===== config.mk =====
export PLATFORM = sky130hd
export DESIGN_NAME = uart_frame_ctrl
export DESIGN_NICKNAME = d
export VERILOG_FILES = /design/src/rtl/uart_pkg.sv /design/src/rtl/uart_frame_timeout.sv /design/src/rtl/uart_frame_ctrl.sv
export SDC_FILE = /design/constraint.sdc
export NUM_CORES = 1
export LEC_CHECK = 0
export CAP_MARGIN = 30
export CORE_ASPECT_RATIO = 1.5
export CORE_UTILIZATION = 56
export DETAILED_ROUTE_END_ITERATION = 10
export MAX_ROUTING_LAYER = met4
export PLACE_DENSITY = 0.76
export SYNTH_ARGS = -nofsm -noshare
export SYNTH_HDL_FRONTEND = slang
export SYNTH_SLANG_ARGS = --single-unit

===== constraint.sdc =====
create_clock -name clk_i -period 3.8 [get_ports clk_i]
set_clock_uncertainty 0.15 [all_clocks]
set_input_delay 0.57 -clock clk_i [delete_from_list [all_inputs] [get_ports clk_i]]
set_output_delay 0.57 -clock clk_i [all_outputs]
set_load 0.02 [all_outputs]

===== src/rtl/uart_pkg.sv =====
// Shared types and helpers for the UART command-frame controller.
package uart_pkg;

    typedef enum logic [2:0] {
        S_IDLE    = 3'd0,
        S_ADDR    = 3'd1,
        S_LEN     = 3'd2,
        S_PAYLOAD = 3'd3,
        S_CHK     = 3'd4,
        S_EMIT    = 3'd5
    } frame_state_t;

    typedef enum logic [2:0] {
        ERR_NONE    = 3'd0,
        ERR_PARITY  = 3'd1,
        ERR_LEN     = 3'd2,
        ERR_CHK     = 3'd3,
        ERR_TIMEOUT = 3'd4
    } err_code_t;

    localparam logic [7:0] SOF_BYTE_DEF = 8'hA5;

    // Counter width able to hold the value `ticks` itself.
    function automatic int tmo_width(input int ticks);
        return (ticks < 2) ? 1 : $clog2(ticks + 1);
    endfunction

endpackage


===== src/rtl/uart_frame_timeout.sv =====
// Inter-byte timeout: counts enabled ticks, saturating at the limit.
module uart_frame_timeout
    import uart_pkg::*;
#(
    parameter int TIMEOUT_TICKS = 704
) (
    input  logic clk_i,
    input  logic rst_ni,
    input  logic clr_i,
    input  logic en_i,
    output logic expired_o
);

    localparam int W = tmo_width(TIMEOUT_TICKS);

    logic [W-1:0] cnt_q;

    assign expired_o = (cnt_q == W'(TIMEOUT_TICKS));

    always_ff @(posedge clk_i or negedge rst_ni) begin
        if (!rst_ni)                  cnt_q <= '0;
        else if (clr_i)               cnt_q <= '0;
        else if (en_i && !expired_o)  cnt_q <= cnt_q + W'(1);
    end

endmodule


===== src/rtl/uart_frame_ctrl.sv =====
// Frames the uart_rx byte stream (SOF, ADDR, LEN, payload, CHK) and replays
// checksum-verified payloads as register-write beats.
module uart_frame_ctrl
    import uart_pkg::*;
#(
    parameter int         ADDR_W        = 8,
    parameter int         MAX_LEN       = 16,
    parameter logic [7:0] SOF_BYTE      = SOF_BYTE_DEF,
    parameter int         TIMEOUT_TICKS = 704
) (
    input  logic              clk_i,
    input  logic              rst_ni,
    input  logic              tick_i,
    input  logic [7:0]        rx_byte_i,
    input  logic              rx_vld_i,
    input  logic              rx_err_i,
    output logic              wr_vld_o,
    output logic [ADDR_W-1:0] wr_addr_o,
    output logic [7:0]        wr_data_o,
    input  logic              wr_rdy_i,
    output logic              frame_ok_o,
    output logic              frame_err_o,
    output logic [2:0]        err_code_o,
    output logic [7:0]        drop_cnt_o,
    output logic              busy_o,
    output logic [2:0]        fsm_state_o
);

    localparam int         CNT_W     = $clog2(MAX_LEN + 1);
    localparam int         IDX_W     = (MAX_LEN > 1) ? $clog2(MAX_LEN) : 1;
    localparam logic [7:0] MAX_LEN_B = 8'(MAX_LEN);

    frame_state_t      state_q, state_d;
    logic [ADDR_W-1:0] addr_q, addr_d, wr_addr_q, wr_addr_d;
    logic [CNT_W-1:0]  len_q, len_d, idx_q, idx_d, idx_nxt;
    logic [7:0]        chk_q, chk_d, wr_data_q, wr_data_d, drop_q, drop_d;
    logic              wr_vld_q, wr_vld_d, ok_q, ok_d, ferr_q, ferr_d, busy_q;
    err_code_t         err_q, err_d;
    logic              buf_we, tmo_expired, in_frame;
    logic [7:0]        buf_q [MAX_LEN];

    assign idx_nxt  = idx_q + CNT_W'(1);
    assign in_frame = (state_q != S_IDLE) && (state_q != S_EMIT);

    // Counter restarts on each accepted byte and is frozen while emitting.
    uart_frame_timeout #(.TIMEOUT_TICKS(TIMEOUT_TICKS)) u_tmo (
        .clk_i     (clk_i),
        .rst_ni    (rst_ni),
        .clr_i     ((rx_vld_i && state_q != S_EMIT) || state_q == S_IDLE),
        .en_i      (tick_i && in_frame),
        .expired_o (tmo_expired)
    );

    always_comb begin
        state_d   = state_q;
        addr_d    = addr_q;
        len_d     = len_q;
        idx_d     = idx_q;
        chk_d     = chk_q;
        wr_vld_d  = wr_vld_q;
        wr_addr_d = wr_addr_q;
        wr_data_d = wr_data_q;
        drop_d    = drop_q;
        err_d     = err_q;
        ok_d      = 1'b0;
        ferr_d    = 1'b0;
        buf_we    = 1'b0;
        case (state_q)
            S_IDLE: if (rx_vld_i && rx_byte_i == SOF_BYTE) state_d = S_ADDR;
            S_EMIT: begin
                if (rx_vld_i && drop_q != 8'hFF) drop_d = drop_q + 8'd1;
                if (wr_vld_q && wr_rdy_i) begin
                    if (idx_nxt == len_q) begin
                        wr_vld_d = 1'b0;
                        ok_d     = 1'b1;
                        state_d  = S_IDLE;
                    end else begin
                        idx_d     = idx_nxt;
                        wr_addr_d = wr_addr_q + ADDR_W'(1);
                        wr_data_d = buf_q[idx_nxt[IDX_W-1:0]];
                    end
                end
            end
            default: begin
                // A byte beats a same-cycle timeout; a parity error aborts the frame.
                if (rx_vld_i) begin
                    case (state_q)
                        S_ADDR: begin
                            addr_d  = ADDR_W'(rx_byte_i);
                            chk_d   = rx_byte_i;
                            state_d = S_LEN;
                        end
                        S_LEN: begin
                            if (rx_byte_i == 8'd0 || rx_byte_i > MAX_LEN_B) begin
                                err_d   = ERR_LEN;
                                ferr_d  = 1'b1;
                                state_d = S_IDLE;
                            end else begin
                                len_d   = CNT_W'(rx_byte_i);
                                idx_d   = '0;
                                chk_d   = chk_q ^ rx_byte_i;
                                state_d = S_PAYLOAD;
                            end
                        end
                        S_PAYLOAD: begin
                            buf_we = 1'b1;
                            chk_d  = chk_q ^ rx_byte_i;
                            idx_d  = idx_nxt;
                            if (idx_nxt == len_q) state_d = S_CHK;
                        end
                        S_CHK: begin
                            if (rx_byte_i == chk_q) begin
                                state_d   = S_EMIT;
                                idx_d     = '0;
                                wr_vld_d  = 1'b1;
                                wr_addr_d = addr_q;
                                wr_data_d = buf_q[0];
                            end else begin
                                err_d   = ERR_CHK;
                                ferr_d  = 1'b1;
                                state_d = S_IDLE;
                            end
                        end
                        default: ;
                    endcase
                end else if (rx_err_i) begin
                    err_d   = ERR_PARITY;
                    ferr_d  = 1'b1;
                    state_d = S_IDLE;
                end else if (tmo_expired) begin
                    err_d   = ERR_TIMEOUT;
                    ferr_d  = 1'b1;
                    state_d = S_IDLE;
                end
            end
        endcase
    end

    always_ff @(posedge clk_i or negedge rst_ni) begin
        if (!rst_ni) begin
            state_q   <= S_IDLE;
            addr_q    <= '0;
            len_q     <= '0;
            idx_q     <= '0;
            chk_q     <= '0;
            wr_vld_q  <= 1'b0;
            wr_addr_q <= '0;
            wr_data_q <= '0;
            drop_q    <= '0;
            err_q     <= ERR_NONE;
            ok_q      <= 1'b0;
            ferr_q    <= 1'b0;
            busy_q    <= 1'b0;
        end else begin
            state_q   <= state_d;
            addr_q    <= addr_d;
            len_q     <= len_d;
            idx_q     <= idx_d;
            chk_q     <= chk_d;
            wr_vld_q  <= wr_vld_d;
            wr_addr_q <= wr_addr_d;
            wr_data_q <= wr_data_d;
            drop_q    <= drop_d;
            err_q     <= err_d;
            ok_q      <= ok_d;
            ferr_q    <= ferr_d;
            busy_q    <= (state_d != S_IDLE);
        end
    end

    // Payload storage needs no reset; it is always rewritten before use.
    always_ff @(posedge clk_i) begin
        if (buf_we) buf_q[idx_q[IDX_W-1:0]] <= rx_byte_i;
    end

    assign wr_vld_o    = wr_vld_q;
    assign wr_addr_o   = wr_addr_q;
    assign wr_data_o   = wr_data_q;
    assign frame_ok_o  = ok_q;
    assign frame_err_o = ferr_q;
    assign err_code_o  = err_q;
    assign drop_cnt_o  = drop_q;
    assign busy_o      = busy_q;
    assign fsm_state_o = state_q;

endmodule


# [Word level (Yosys, flattened, before mapping)]
# Memory sizes are Yosys's and may differ from the RTL's.
# Index checks and enable logic that the tools add are counted.
[totals] register_bits=70 output_inout_bits=34 ramBits=128 n_memories=1
[classes] n_eq_ne=20 magnitude_cmp=1 add_sub_neg=4 bitwise=4 mux=61 n_reduce_logical=30
[mem_list] name="buf_q" words=16 width=8 read_ports=2 rd_ports_with_merged_regs=0 write_ports=1 line="uart_frame_ctrl.sv:40" rtl="logic [7:0] buf_q [MAX_LEN];"
[op_table] op="2-to-1 mux 8 bit" count=11
[op_table] op="2-to-1 mux 3 bit" count=13
[op_table] op="case mux 8 bit (2 select lines)" count=2
[op_table] op="2-to-1 mux 5 bit" count=5
[op_table] op="case mux 8 bit (3 select lines)" count=1
[op_table] op="2-to-1 mux 10 bit" count=2
[op_table] op="2-to-1 mux 1 bit" count=19
[op_table] op="adder 8 x 1 -> 8 bit, second input constant" count=2
[op_table] op="inequality test 3 bit, second input constant" count=5
[op_table] op="case mux 5 bit (3 select lines)" count=1
[op_table] op="case mux 3 bit (2 select lines)" count=2
[op_table] op="case mux 3 bit (4 select lines)" count=1
[op_table] op="AND reduction 6 bit" count=2
[op_table] op="nonzero test 3 bit" count=4
[op_table] op="adder 10 x 1 -> 10 bit, second input constant" count=1
[op_table] op="== test 10 bit, second input constant" count=1
[op_table] op="case mux 5 bit (2 select lines)" count=1
[op_table] op="== test 8 bit" count=1
[op_table] op="== test 8 bit, second input constant" count=1
[op_table] op="> comparator 8 x 5 -> 1 bit, second input constant" count=1
[op_table] op="zero test 8 bit" count=1
[op_table] op="inequality test 2 bit, second input constant" count=4
[op_table] op="inequality test 8 bit, second input constant" count=1
[op_table] op="AND reduction 4 bit" count=2
[op_table] op="other kinds (21)" count=36

# [Logic depth before layout (Yosys ltp)]
# Gate-level depths: netlist of the first run.
[depth] depth_word=7 mapped_depth=12

# [Cells and area by module]
# A second synthesis of the first run with hierarchy kept.
[hier_totals] hier_cells=636 hier_area_um2=8984.9
[by_module_without_submodules] module="uart_frame_ctrl" seq_area_each_um2=5345.1 area_each_um2=8380.5 cells_per_inst=571 instances=1
[by_module_without_submodules] module="uart_frame_timeout" seq_area_each_um2=250.2 area_each_um2=604.3 cells_per_inst=65 instances=1

# [Worst setup path before layout of the first run]
# No wires, ideal clock.
[synth_path] kind="flip-flop to flip-flop" start="reg idx_q[0]" end="reg wr_data_q[1] (netlist: wr_data_o[1])" n_path_buf=4 arrival_ps=2668 t_required_ps=3520 period_less_slack_ps=2948 stages_incl_launch_ff=11 path_slack_ps=852 path_cell_list="dfrtp_1 > buf_2 > buf_2 > inv_1 > ha_1 > buf_1 > clkbuf_1 > mux4_2 > mux2_2 > a22oi_1 > a31oi_1"
[synth_via] elab_chain_len=5 word_cells_on_any_way=8 classes_between="add/sub (1); eq/ne (2); mux (3); reduce/logical (1); memory (1)"
[synth_rtl] element="start, declared" line="uart_frame_ctrl.sv:35" rtl="logic [CNT_W-1:0] len_q, len_d, idx_q, idx_d, idx_nxt;"
[synth_rtl] element="start signal, assigned" line="uart_frame_ctrl.sv:158" rtl="idx_q <= idx_d;"
[synth_rtl] element="adder 5 x 1 -> 5 bit (*)" line="uart_frame_ctrl.sv:42" rtl="assign idx_nxt = idx_q + CNT_W'(1);"
[synth_rtl] element="memory read (16 x 8 bit)"
[synth_rtl] element="2-to-1 mux 8 bit" line="uart_frame_ctrl.sv:73" rtl="if (idx_nxt == len_q) begin"
[synth_rtl] element="2-to-1 mux 8 bit" line="uart_frame_ctrl.sv:72" rtl="if (wr_vld_q && wr_rdy_i) begin"
[synth_rtl] element="case mux 8 bit (2 select lines)" line="uart_frame_ctrl.sv:68" rtl="case (state_q)"
[synth_rtl] element="end signal, assigned" line="uart_frame_ctrl.sv:162" rtl="wr_data_q <= wr_data_d;"
[synth_rtl] element="end, declared" line="uart_frame_ctrl.sv:36" rtl="logic [7:0] chk_q, chk_d, wr_data_q, wr_data_d, drop_q, drop_d;"
# Every way passes the cells marked *; elsewhere a longest branch is shown, timed or not. The select of a mux whose other input is x is not followed.
# A chain may end at the register's enable or synchronous reset.

# [Worst setup path in the final report of the first run]
[layout_path] start="reg idx_q[0]" end="reg wr_data_q[4] (netlist: wr_data_o[4])"
# Same word-level chain as after synthesis.

==> impl_metrics.ini, run 1 <==
[logic_synthesis]
synth.most_common_cell = edfxtp_1
yosys-top-cells-count = edfxtp_1, dfrtp_1, nor2_1
synth.net_count = 625
ys.flop_type = edfxtp_1
syn_inst = 603
synth_top_area_cell = edfxtp_1
ys_ff_latch = 198
synth_area_leaders = edfxtp_1, dfrtp_1, mux4_2
synthesis.area_mm2 = 0.00877
synth.top_cell.area_share_pct = 43.8
async_flop_share_pct = 35.4
synth-seq-area-share_pct = 63.8
yosys_warnings = 0
synth-edff-count = 128
synthDistinctLibCells = 58
avgSynthCellArea_um2 = 14.5

[worst_setup_path]
critPathKind = register to register
crit_fanout = 35
start_kind = register
worstPathRequired_ps = 4000
max_stage_delay_ps = 600
crit_slowest_cell = o21bai_2
r2r-start = idx_q[0]$_DFFE_PN0P_
crit_top_cell = buf_4
r2r_end = wr_data_o[4]$_DFFE_PN0P_
reg2reg_depth = 8
crit_chain = buf_4 -> nand3_1 -> xnor2_1 -> nor3_2 -> o21bai_2 -> buf_4 -> nor2_1 -> a31oi_1
worst_setup_path_end_kind = register
worstPathArrival_ps = 3210
r2r_slack_ps = 800

[routing]
viasPerCell = 5.95
totalWireLength_um = 18400
drc = 0
wl_per_cell_um = 20.9
vias = 5263
first_pass_iters = 4
drt-initial-drc-count = 404
ant_nets = 0

[floorplanning]
dieArea_mm2 = 0.0162
start_util_pct = 57.6
chipHeight_um = 155
fp.dieW_um = 104
ios = 48
core_mm2 = 0.0152
rows = 55

[clock_network]
clk_latency_ps = 430
h-tree-depth = 4
cts_made_buffers = 17
clk_pin_slew_worst_paths_ps = 80
cts.repair.resized = 0
cts_root_buf = clkbuf_16
clock_sinks = 198
cts_buffer_depth = 2
cts_tree = yes

[job]
max-cap-violations = 0

[finish]
fillers = 1062
area_delta_synth_final_pct = 16.3
num_antenna_cells = 0
num-nets-final = 694
drive_gt1_share_pct = 21.6

[global_routing]
antenna_found_initial = 0
first_global_vias = 5523
grt_pass1_wl_um = 29800
grt.total_usage_pct = 25.6
grt_max_degree = 63
gr-total-overflow = 0

[power]
max-vdd-ir-drop_uv = 359
power.leakage_nw = 3.74
p_per_area_mw_per_mm2 = 467

[placement]
post-dp-hpwl_um = 12600
place_congestion = 0.850
place_ws_ps = 563
port_buffers = 47

[timing]
worstMarginPinSlew_ps = 811
fmax_mhz = 333
grt_setup_unrepaired = no
period_share_pct = 79.0
finalSetupTns_ps = 0
maxSlewHeadroom_pct = 45.9
slew_violations = 0
period_needed_ps = 3000
setup_viol = 0
fin_ws_ps = 797
hold_violations = 0

[worst_hold_path]
hold_path.class = input pin to asynchronous set/reset pin

[run_status]
outcome = finished clean
how the worst max path moves through the flow:
stage / start / cells after the start / to / slack (ps)
after detailed placement: rx_byte_i[5] / 8 / wr_data_o[4]$_DFFE_PN0P_ / 560
final: idx_q[0]$_DFFE_PN0P_ / 8 / wr_data_o[4]$_DFFE_PN0P_ / 800
after CTS: idx_q[0]$_DFFE_PN0P_ / 8 / wr_data_o[4]$_DFFE_PN0P_ / 780
after global placement: rx_byte_i[5] / 8 / wr_addr_o[7]$_DFFE_PN0P_ / 660
after global routing: idx_q[0]$_DFFE_PN0P_ / 8 / wr_addr_o[5]$_DFFE_PN0P_ / 480
after floorplan: idx_q[0]$_DFFE_PN0P_ / 10 / wr_data_o[1]$_DFFE_PN0P_ / 850
cells by family (layout without fill, tap and decap cells):
family | after synthesis | in the layout | share of synthesized area, %
compound gates | 76 | 76 | 5.52
xor+xnor | 35 | 35 | 3.65
fa+ha+maj | 8 | 8 | 1.14
buf+inv | 42 | 124 | 2.20
flops | 198 | 198 | 63.8
mux | 75 | 75 | 13.6
simple gates | 169 | 169 | 10.0
through the flow:
stage	util [%]	hold slack, ps	cell area (µm²)	total power, mW	cells
after global placement	63.0	269	9590	3.00	851
after detailed placement	63.0	276	9590	3.02	851
final	67.0	361	10200	4.76	884
after CTS	67.0	341	10200	4.80	884
after floorplan	-	124	8770	2.82	603
after global routing	67.0	381	10200	4.91	884
cell usage in the layout, fill, tap and decap left out, types with 24 or more instances in the layout:
master           Yosys  final
a21oi_1             31     31
buf_4                2     35
edfxtp_1           128    128
xor2_1              24     24
mux4_2              32     32
dfrtp_1             70     69
clkdlybuf4s50_1      0     46
nand2_1             46     46
mux2_2              31     31
nor2_1              48     48
cell type report:
cell class | instances | area (µm²) | area share [%]
Clock buffer | 19 | 433 | 4.25
Clock inverter | 13 | 166 | 1.63
Inverter | 9 | 33.8 | 0.331
Multi-Input combinational cell | 363 | 2980 | 29.2
Sequential cell | 198 | 5600 | 54.9
Tap cell | 199 | 249 | 2.44
Timing Repair Buffer | 83 | 738 | 7.24
per-layer routing:
metal | vias to the layer above | wire [µm] | global-route usage [%]
li1 | 2406 | - | -
met1 | 2644 | 7080 | 29.8
met2 | 178 | 9830 | 42.8
met3 | 35 | 859 | 4.52
met4 | 0 | 670 | 13.1
met5 | - | 0 | -
registers in the layout, summed over array words and instances, names as in the netlist:
name	cells
buf_q	128
busy_o	1
idx_q	5
chk_q	8
addr_q	8
fsm_state_o	3
drop_cnt_o	8
wr_data_o	8
err_code_o	3
u_tmo.cnt_q	10
wr_vld_o	1
frame_err_o	1
wr_addr_o	8
frame_ok_o	1
len_q	5
critical path: cells and delay by family, from the launching register on:
| family | cells | cell delay, ps |
|---|---|---|
| buffers and inverters | 2 | 880 |
| AOI/OAI and AO/OA | 2 | 750 |
| and+or+nand+nor | 3 | 440 |
| DFF | 1 | 380 |
| xor gates and xnor gates | 1 | 310 |
where the power goes:
part           total [mW]  switching (mW)  internal [mW]
Clock                1.79           0.845          0.944
Sequential           2.37          0.0335           2.33
Combinational       0.603           0.311          0.292
Total                4.76            1.19           3.57
repair_timing:
item / in CTS / in global routing
endpoints found under the hold margin: 8 / 0
hold buffers: 1 / 0
buffers inserted: 0 / 0
Power figures use the tool's default switching activity.
==> run 2, diff against run 1 <==
clock period = 2.8 ns   (was 3.8 ns; I/O delays follow)
==> run 2 against run 1 <==
Sequential power rose by 36%. Combinational power increased by 39%. Cell count grew 2.5%. Sequential cell count did not move. Via count is 3.5% higher. Highest routed layer unchanged. Largest power group unchanged. Critical endpoint is now idx_q[2]$_DFFE_PN0P_.
==> impl_metrics.ini, run 2 (same netlist as run 1, synthesis figures left out) <==
[run_status]
outcome = finished clean

[worst_setup_path]
cp_top_family = compound AO/OA/AOI/OAI gates
worstPathArrival_ps = 2690
reg2reg_depth = 6
crit_chain = clkdlybuf4s50_1 -> xor2_1 -> nor4_2 -> nand2_1 -> a31oi_1 -> o211ai_2 -> a211o_1
worst_setup_path_end_kind = register
crit_slowest_cell = clkdlybuf4s50_1
start_kind = input pin
critPathBufInv = 1
r2r_slack_ps = 310
critPathKind = input pin to register
crit_fanout = 5
r2r_end = idx_q[2]$_DFFE_PN0P_
critPathLaunch = rx_byte_i[4]
worstPathRequired_ps = 2960
max_stage_delay_ps = 510
r2r-start = chk_q[0]$_DFFE_PN0P_

[clock_network]
cts_tree = yes
clock_sinks = 198
ctsHoldBuffers = 1
clk_latency_ps = 430
cts_made_buffers = 17
h-tree-depth = 4
cts.repair.resized = 0
cts_buffer_depth = 2
post_cts_buffers = 0
cts_root_buf = clkbuf_16
clk_pin_slew_worst_paths_ps = 70

[global_routing]
grt_pass1_wl_um = 31100
grt.total_usage_pct = 26.6
first_global_vias = 5729
antenna_found_initial = 0
gr-total-overflow = 0
grt_max_degree = 67

[timing]
maxSlewHeadroom_pct = 62.9
slew_violations = 0
fmax_mhz = 395
setup_viol = 0
fin_ws_ps = 268
worstMarginPinSlew_ps = 555
finalSetupTns_ps = 0
grt_setup_unrepaired = no
period_needed_ps = 2530
holdWs_ps = 189
period_share_pct = 90.4
hold_violations = 0

[finish]
largest_reg_flops = 128
post-route-util_pct = 68.3
area_delta_synth_final_pct = 18.6
fin_cells = 906
num_antenna_cells = 0
seqCellArea_mm2 = 0.00560
drive_gt1_share_pct = 24.2
num-nets-final = 716
multi_input_area_mm2 = 0.00298
final_common_cell = edfxtp_1
stdcell_area_mm2 = 0.0104
layout_common_cells = edfxtp_1, dfrtp_1, buf_4, nor2_1
fillers = 1029

[floorplanning]
core_mm2 = 0.0152
fp.dieW_um = 104
chipHeight_um = 155
start_util_pct = 57.6
ios = 48
dieArea_mm2 = 0.0162
rows = 55

[placement]
place_area_mm2 = 0.00978
dp.cells = 873
place_ws_ps = -162
place_congestion = 0.847
post-dp-hpwl_um = 13400
port_buffers = 47

[worst_hold_path]
hold_path.class = input pin to asynchronous set/reset pin

[routing]
drc = 0
ant_nets = 0
vias = 5449
drt-initial-drc-count = 462
viasPerCell = 6.01
wl_per_cell_um = 21.5
first_pass_iters = 5
totalWireLength_um = 19500

[power]
p_per_area_mw_per_mm2 = 628
p_total_mw = 6.52
max-vdd-ir-drop_uv = 487
power.leakage_nw = 3.87

[job]
max-cap-violations = 0
==> run 2: cell types whose count changed in the layout (fill, tap and decap cells not counted) <==
cell / delta
clkinv_8: -1
buf_12: +2
clkinv_4: +3
buf_4: +20
inv_12: +1
clkinvlp_4: -2
clkbuf_1: -1
==> run 2: power breakdown <==
group	switching, mW	internal, mW	leakage (nW)	total [mW]
Sequential	0.0470	3.17	2.09	3.22
Clock	1.18	1.29	0.293	2.47
Combinational	0.423	0.416	1.48	0.840
Total	1.65	4.88	3.87	6.52
==> run 2: worst reg2reg max path, stage by stage, from the launching register on <==
cell      delay, ps
dfrtp_1         450
xor2_1          220
nor4_2          390
nand2_1         160
a31oi_1         450
o211ai_2        230
a211o_1         330
==> run 2: layout make-up <==
| class | instances | area share (%) |
|---|---|---|
| multi-input cells | 363 | 28.7 |
| clock buffers | 18 | 4.13 |
| repair buffers | 105 | 8.93 |
| well taps | 199 | 2.40 |
| flip-flops and latches | 198 | 53.8 |
| clock inverters | 14 | 1.71 |
| inverters | 9 | 0.325 |
==> run 2: how the worst max path moves through the flow <==
stage,endpoint,slack (ps),cells after the start
floorplan,idx_q[0]$_DFFE_PN0P_,30,11
global placement,idx_q[2]$_DFFE_PN0P_,-10,7
detailed placement,idx_q[2]$_DFFE_PN0P_,-160,7
CTS,idx_q[2]$_DFFE_PN0P_,270,7
global route,idx_q[2]$_DFFE_PN0P_,140,7
finish,idx_q[2]$_DFFE_PN0P_,270,7
==> run 2: per-layer routing <==
layer	global-route usage (%)	vias up	routed length, µm	part of all wire [%]
met3	3.85	44	913	4.7
met1	30.0	2731	7400	38
met5	-	-	0	0
li1	-	2450	-	-
met2	45.5	224	10300	53
met4	15.5	0	866	4.4
==> patch, RTL diff (flow settings as in run 1) <==
The output `frame_err_o` loses its register stage (`ferr_q` becomes a continuous assignment).
--- a/src/rtl/uart_frame_ctrl.sv
+++ b/src/rtl/uart_frame_ctrl.sv
@@ -150,5 +150,4 @@
             err_q     <= ERR_NONE;
             ok_q      <= 1'b0;
-            ferr_q    <= 1'b0;
             busy_q    <= 1'b0;
         end else begin
@@ -164,8 +163,9 @@
             err_q     <= err_d;
             ok_q      <= ok_d;
-            ferr_q    <= ferr_d;
             busy_q    <= (state_d != S_IDLE);
         end
     end
+
+    assign ferr_q = ferr_d;
 
     // Payload storage needs no reset; it is always rewritten before use.
Check against the original RTL: not equivalent (a bounded check fails within 4 cycles, from zero or initial values and one cycle with rst_ni low).
==> patch against run 1 <==
  * Area after synthesis fell by 0.29%
  * Count of clock-buffer cells in the layout down 2
  * Core utilization grew 0.76 points
  * Sequential power about the same
  * Cell area up 0.67%
  * Final cell count up 0.57%
  * Global-route usage grew 0.13 points
  * Sequential cell count fell by 1
  * Highest routed layer unchanged
  * Worst setup slack worse by 350 ps
  * Routed wire length increased by 3.0%
  * Die area decreased by 0.28%
  * Critical endpoint is now frame_err_o
  * Power increased by 1.9%
==> patch: results (changes against run 1) <==
status finished, final reports clean (unchanged); global-route wire length before repair 30000 um (was 29800 um); IO buf count 47 (unchanged); crit-path max FO 2 (was 35); ys async rst share 35.0% (was 35.4%); Leak 3.81 nW (was 3.74 nW); RePlAce Congestion 0.867 (was 0.850); Synth Net Count 624 (was 625); post-CTS setup buffers 0 (unchanged); maximum clock insertion buffer count 2 (unchanged); Worst path max stage delay 460 ps (was 600 ps); post-synth cell types 58 (unchanged); share of cells above drive strength 1 22.9% (was 21.6%); largest net degree at the start of global routing 34 (was 63); drt total wl 19000 um (was 18400 um); # H-tree levels 4 (unchanged); Worst-path clk slew 70 ps; max FFs per register 128 (unchanged); top post-synthesis cells by area edfxtp_1 (44%), dfrtp_1 (20%), mux4_2 (8.2%) (unchanged); vias in the first global route 5577 (was 5523); Clock Latency Late Sink 440 ps; n_diodes 0 (unchanged); 1st-pass router iterations 4 (unchanged); crit path DAT 2640 ps (was 3210 ps); CTS Root Cell clkbuf_16 (unchanged); worst slew pin tran 822 ps (was 811 ps); post-synth top area cell edfxtp_1 (unchanged); CTS buffer count 17 (unchanged); gr usage total 25.7% (was 25.6%); vias per cell 6.04 (was 5.95); initial antenna violation count 0 (unchanged); post-synthesis sequential area ratio 63.7% (was 63.8%); Syn. warnings 0 (unchanged); DR iter-0 viols 472 (was 404); DP HPWL 12900 um (was 12600 um); synth cell count leaders edfxtp_1 (128), dfrtp_1 (69), nor2_1 (48) (was edfxtp_1 (128), dfrtp_1 (70), nor2_1 (48)); number of flops mapped to enable cells by yosys 128 (unchanged); peak supply drop 0.318 mV (was 0.359 mV); slowest CP cell clkdlybuf4s50_1 (was o21bai_2); Worst Hold Class primary input to asynchronous set/reset pin (unchanged); nets@finish 700 (was 694)
## patch: path summary, 6_finish.rpt
path	cells past startpoint	slack, ps	start	end
worst max register to register	7	830	idx_q[0]	wr_data_o[1]
worst max-delay path	7	440	rx_byte_i[0]	frame_err_o
worst min-delay path	1	20	rst_ni	drop_cnt_o[1]
worst min register to register	1	350	drop_cnt_o[7]	drop_cnt_o[7]
max in group asynchronous	2	2680	rst_ni	addr_q[6]
min in group clk_i	1	350	drop_cnt_o[7]	drop_cnt_o[7]
## patch: logic make-up (layout without fill, tap and decap cells)
logic type	count (synthesis)	count (layout)	share of synthesized area (%)
AND/OR/NAND/NOR	169	169	10.1
buffers and inverters	42	130	2.20
adder cells (fa/ha/maj)	8	8	1.15
flip-flops	197	197	63.7
multiplexers	75	75	13.7
XOR/XNOR	35	35	3.66
AO/OA/AOI/OAI	76	76	5.54
## patch: power breakdown
| group | leakage [nW] | internal, W | switching [W] |
|---|---|---|---|
| Sequential | 2.08 | 0.00232 | 0.0000476 |
| Clock | 0.302 | 0.00101 | 0.000878 |
| Combinational | 1.43 | 0.000293 | 0.000293 |
| Total | 3.81 | 0.00363 | 0.00122 |
## patch: metrics by stage
stage / instances / setup slack [ps] / area [um2] / hold WS (ps) / power (W)
after floorplan: 602 / 852 / 8740 / 124 / 0.00281
after global placement: 856 / 118 / 9610 / 333 / 0.00299
after detailed placement: 858 / 72.9 / 9630 / 338 / 0.00300
after CTS: 889 / 52.3 / 10300 / 29.8 / 0.00487
after global routing: 889 / 366 / 10300 / 67.7 / 0.00499
final: 889 / 445 / 10300 / 24.8 / 0.00485
## patch: per-layer routing
| metal | vias up | track usage (%) | routed length (um) |
|---|---|---|---|
| li1 | 2428 | - | - |
| met4 | 0 | 13.9 | 773 |
| met1 | 2689 | 29.2 | 7240 |
| met2 | 202 | 43.5 | 9910 |
| met5 | - | - | 0 |
| met3 | 50 | 4.61 | 1070 |
## patch: repair_timing
action,in CTS,in global routing
hold buffers,0,0
gates resized for setup,0,2
setup endpoints to repair,0,1
## patch: worst max-delay path, delay by kind of cell
family	cells	cell delay [ps]
AOI/OAI and AO/OA	2	410
and+or+nand+nor	2	560
muxes	1	360
buffers and inverters	2	720
## patch: area by class of cell
| type | count | area, um2 |
|---|---|---|
| flip-flops and latches | 197 | 5570 |
| fillers | 1032 | 4870 |
| multi-input cells | 363 | 2990 |
| repair buffers | 90 | 798 |
| clock buffers | 17 | 425 |
| well taps | 199 | 249 |
| clock inverters | 14 | 201 |
| inverters | 9 | 33.8 |
